## src/rtl/inst_fifo.sv

```systemverilog
// Dual-issue instruction queue between fetch and the two decoders.
// Oldest entry is shown on the master slot, the next-oldest on the slave slot (first-word fall-through).
module inst_fifo #(
  parameter int unsigned DEPTH = 16,
  parameter int unsigned PTR_W = $clog2(DEPTH)
) (
  input  logic             clk,
  input  logic             resetn,
  input  logic             flush,
  input  logic             write_en1,
  input  logic             write_en2,
  input  logic [31:0]      write_pc1,
  input  logic [31:0]      write_pc2,
  input  logic [31:0]      write_inst1,
  input  logic [31:0]      write_inst2,
  input  logic             write_excp1,
  input  logic             write_excp2,
  input  logic             read_en1,
  input  logic             read_en2,
  output logic             master_valid,
  output logic [31:0]      master_pc,
  output logic [31:0]      master_inst,
  output logic             master_excp,
  output logic             slave_valid,
  output logic [31:0]      slave_pc,
  output logic [31:0]      slave_inst,
  output logic             slave_excp,
  output logic             almost_full,
  output logic             empty,
  output logic [PTR_W:0]   count
);

  localparam int unsigned CNT_W = PTR_W + 1;
  localparam int unsigned SPC_W = PTR_W + 2;

  typedef struct packed {
    logic [31:0] pc;
    logic [31:0] inst;
    logic        excp;
  } entry_t;

  entry_t             mem [DEPTH];
  logic [PTR_W-1:0]   wr_ptr;
  logic [PTR_W-1:0]   rd_ptr;
  logic [CNT_W-1:0]   cnt;

  logic [1:0]         n_rd;
  logic [1:0]         n_wr;
  logic [SPC_W-1:0]   space;
  logic               acc1;
  logic               acc2;
  entry_t             head;
  entry_t             second;

  // Effective pop: read_en2 only counts alongside read_en1 and a second entry.
  always_comb begin
    n_rd = 2'd0;
    if (read_en1 && read_en2 && (cnt >= CNT_W'(2))) begin
      n_rd = 2'd2;
    end else if (read_en1 && (cnt != '0)) begin
      n_rd = 2'd1;
    end
  end

  // Same-cycle pops free space for pushes; overflowing entries are dropped.
  always_comb begin
    space = SPC_W'(DEPTH) - SPC_W'(cnt) + SPC_W'(n_rd);
    acc1  = write_en1 && (space >= SPC_W'(1));
    acc2  = write_en1 && write_en2 && (space >= SPC_W'(2));
    n_wr  = 2'({1'b0, acc1}) + 2'({1'b0, acc2});
  end

  always_ff @(posedge clk or negedge resetn) begin
    if (!resetn) begin
      wr_ptr <= '0;
      rd_ptr <= '0;
      cnt    <= '0;
    end else if (flush) begin
      wr_ptr <= '0;
      rd_ptr <= '0;
      cnt    <= '0;
    end else begin
      wr_ptr <= wr_ptr + PTR_W'(n_wr);
      rd_ptr <= rd_ptr + PTR_W'(n_rd);
      cnt    <= cnt + CNT_W'(n_wr) - CNT_W'(n_rd);
    end
  end

  // Storage has no reset; contents are only observed through valid slots.
  always_ff @(posedge clk) begin
    if (!flush) begin
      if (acc1) mem[wr_ptr] <= '{pc: write_pc1, inst: write_inst1, excp: write_excp1};
      if (acc2) mem[wr_ptr + PTR_W'(1)] <= '{pc: write_pc2, inst: write_inst2, excp: write_excp2};
    end
  end

  always_comb begin
    head         = mem[rd_ptr];
    second       = mem[rd_ptr + PTR_W'(1)];
    master_valid = (cnt != '0);
    slave_valid  = (cnt >= CNT_W'(2));
    master_pc    = master_valid ? head.pc   : 32'd0;
    master_inst  = master_valid ? head.inst : 32'd0;
    master_excp  = master_valid && head.excp;
    slave_pc     = slave_valid  ? second.pc   : 32'd0;
    slave_inst   = slave_valid  ? second.inst : 32'd0;
    slave_excp   = slave_valid && second.excp;
    almost_full  = (cnt >= CNT_W'(DEPTH - 2));
    empty        = (cnt == '0);
    count        = cnt;
  end

endmodule

```

## config.mk

```make
export PLATFORM = sky130hd
export DESIGN_NAME = inst_fifo
export DESIGN_NICKNAME = d
export VERILOG_FILES = /design/src/rtl/inst_fifo.sv
export SDC_FILE = /design/constraint.sdc
export NUM_CORES = 2
export LEC_CHECK = 0
export CORE_MARGIN = 10
export CORE_UTILIZATION = 35
export DETAILED_ROUTE_END_ITERATION = 7
export DONT_BUFFER_PORTS = 1
export HOLD_SLACK_MARGIN = 0.06
export MAX_ROUTING_LAYER = met4
export PLACE_DENSITY = 0.53
export SYNTH_ARGS = -nofsm -noshare
export SYNTH_HDL_FRONTEND = slang
export SYNTH_SLANG_ARGS = --single-unit
```

## constraint.sdc

```tcl
create_clock -name clk -period 18.7 [get_ports clk]
set_input_delay 3.74 -clock clk [delete_from_list [all_inputs] [get_ports clk]]
set_output_delay 3.74 -clock clk [all_outputs]
set_load 0.02 [all_outputs]
```

==> impl_metrics.json <==
{
  "finalMaxSlewViolations": 0,
  "syn_nets": 3767,
  "drv_cap": 0,
  "endpoint_kind": "output pin",
  "hold_buffers": 0,
  "synth_cells": 3608,
  "worstPathMaxFanout": 42,
  "cts_buffers": 130,
  "initialDrtViolationCount": 3240,
  "yosysWarnings": 0,
  "synthArstFlopShare": 0.0123,
  "tightest_slew_ps": 1300,
  "cp-startpoint": "rd_ptr[1]",
  "drc": 0,
  "global_route.usage.met3": 0.0456,
  "die_x_um": 441,
  "clock_skew_ps": 22.8,
  "hold_path_class": "reg -> reg",
  "initial_utilization": 0.352,
  "ys_ff_latch": 1053,
  "drive_gt1_frac": 0.555,
  "syn_area_per_cell_um2": 17.2,
  "total_leakage_power_nw": 21.1,
  "synth_cell_types": 45,
  "fp.dieH_um": 441,
  "routedWlPerCell_um": 36.5,
  "setup_viol": 0,
  "grt_overflow_total": 0,
  "die_area_mm2": 0.194,
  "clock_latency_ps": 780,
  "grtUsageMet2": 0.365,
  "path_clk_slew_ps": 60,
  "hp-start": "wr_ptr[3]",
  "ir_worst_vdd_uv": 128,
  "gp_congestion": 0.762,
  "crit_type": "reg -> out",
  "grt_pass1_vias": 37700,
  "met1_usage": 0.281,
  "ant_nets": 0,
  "cellPowerDensity_mw_per_mm2": 135,
  "tns_ps": 0,
  "core_area_mm2": 0.176,
  "post-cts-setup-buffers": 0,
  "vias_per_cell": 6.12,
  "synth_area_mm2": 0.0620,
  "ioPinCount": 276,
  "ctsResizeCount": 0,
  "slew_headroom": 0.131,
  "cts_tree": "done",
  "final-hold-violation-count": 0,
  "port_buffers": 0,
  "wl_um": 215000,
  "fmax_mhz": 105,
  "grtUsageTotal": 0.224,
  "dr.pass1.iters": 5,
  "status": "finished clean",
  "layout_common_cells": "edfxtp_1 (1040), mux2_2 (1032), mux4_2 (585), clkbuf_16 (137), a211oi_1 (126)",
  "row_count": 154,
  "yosysSeqAreaShare": 0.509,
  "grt_max_degree": 141,
  "vias": 36000,
  "grt.busiest_layer": "met2",
  "clk_path_buf_depth": 3,
  "cp.required_ps": 14960,
  "htree_levels": 4,
  "fillers": 16200,
  "synth_top_flop_cell": "edfxtp_1",
  "clkSinkCount": 1053,
  "fin_crit_sh": 0.507,
  "area_delta_synth_final_pct": 10.8,
  "layout.nets": 3596,
  "r2r-start": "count[3]",
  "arrival_ps": 5750,
  "antenna_found_initial": 4,
  "rsz0062_at_grt": "no",
  "synth-edff-count": 1040,
  "final_core_util": 0.390,
  "cp-start-kind": "flip-flop",
  "hpwl_um": 119000,
  "grt_pass1_wl_um": 302000,
  "root_buffer": "clkbuf_16",
  "layout_commonest_cell": "edfxtp_1",
  "min_period_ps": 9490
}
## report_power, final
group	leakage [nW]	internal, mW	switching [mW]
registers	9.55	2.73	0.139
clock network	1.99	1.44	1.04
logic	9.57	1.68	2.22
## metal layers
| metal | vias to the layer above | routed length (um) |
|---|---|---|
| met5 | - | 0 |
| met4 | 0 | 6590 |
| met3 | 290 | 13100 |
| met2 | 1179 | 107000 |
| met1 | 19900 | 88300 |
| li1 | 14600 | - |
## flip-flops by register name (all words and copies together), names as in the netlist
signal,count
count,5
mem,1040
wr_ptr,4
rd_ptr,4
## Yosys cell counts, types with 3 or more instances
| library cell | instances | area (um^2) |
|---|---|---|
| inv_1 | 18 | 67.6 |
| mux4_2 | 585 | 13200 |
| o211ai_2 | 3 | 37.5 |
| or3_1 | 3 | 18.8 |
| nand2_1 | 12 | 45.0 |
| dfrtp_1 | 13 | 325 |
| nor2_1 | 25 | 93.8 |
| a21oi_1 | 5 | 25.0 |
| xor2_1 | 4 | 35.0 |
| buf_4 | 33 | 248 |
| nor2b_1 | 76 | 475 |
| o2111ai_1 | 3 | 26.3 |
| nand3_1 | 5 | 25.0 |
| mux2_2 | 1032 | 11600 |
| mux2_1 | 8 | 90.1 |
| o21ai_1 | 5 | 25.0 |
| or2_2 | 3 | 18.8 |
| fa_1 | 3 | 60.1 |
| clkbuf_1 | 234 | 878 |
| nand2b_1 | 5 | 31.3 |
| mux2i_1 | 68 | 681 |
| o31ai_1 | 16 | 120 |
| o21ai_0 | 7 | 35.0 |
| and2_1 | 67 | 419 |
| a211oi_1 | 131 | 983 |
| ha_1 | 19 | 238 |
| buf_1 | 57 | 214 |
| xnor2_1 | 3 | 26.3 |
| buf_2 | 107 | 536 |
| edfxtp_1 | 1040 | 31200 |
## cell type report
class,instances,area (um^2),area share
inverters,18,67.6,0.000984
multi-input cells,2106,29000,0.422
flip-flops and latches,1053,31600,0.460
clock inverters,62,529,0.00771
well taps,2340,2930,0.0426
clock buffers,171,3560,0.0518
diodes,5,12.5,0.000182
repair buffers,128,998,0.0145
## final timing paths
kind / end / slack [ps] / cells after the start
setup / recovery: master_inst[21] / 9210 / 6
hold / removal: wr_ptr[3] / 710 / 2
max in group asynchronous: rd_ptr[0] / 15940 / 0
min in group asynchronous: rd_ptr[1] / 2660 / 0
hold reg to reg: wr_ptr[3] / 710 / 2
setup reg to reg: mem[1][29] / 10710 / 17
## kinds of logic after synthesis
family | share of synthesized area
xor gates and xnor gates | 0.000989
buffers and inverters | 0.0314
adders and majority gates | 0.00481
muxes | 0.413
DFF | 0.509
AOI/OAI and AO/OA | 0.0216
and+or+nand+nor | 0.0194
## metrics by stage
stage	setup WS (ps)	hold slack (ps)	std cells	area, um^2	total power [mW]
2_1_floorplan	7740	587	3608	62000	5.71
3_3_place_gp	9820	665	5645	64600	6.88
3_5_place_dp	9820	664	5645	64600	6.89
4_1_cts	8970	679	5878	68600	9.38
5_1_grt	8750	714	5883	68700	9.63
6_report	9210	705	5883	68700	9.25
## worst max-delay path, stage by stage, from the launching register on
cell and delay, ps:
dfrtp_4 990, buf_4 720, buf_4 870, buf_4 820, mux4_2 610, mux4_2 530
and2_1 270
No activity file was read; power rests on OpenSTA's default activity.
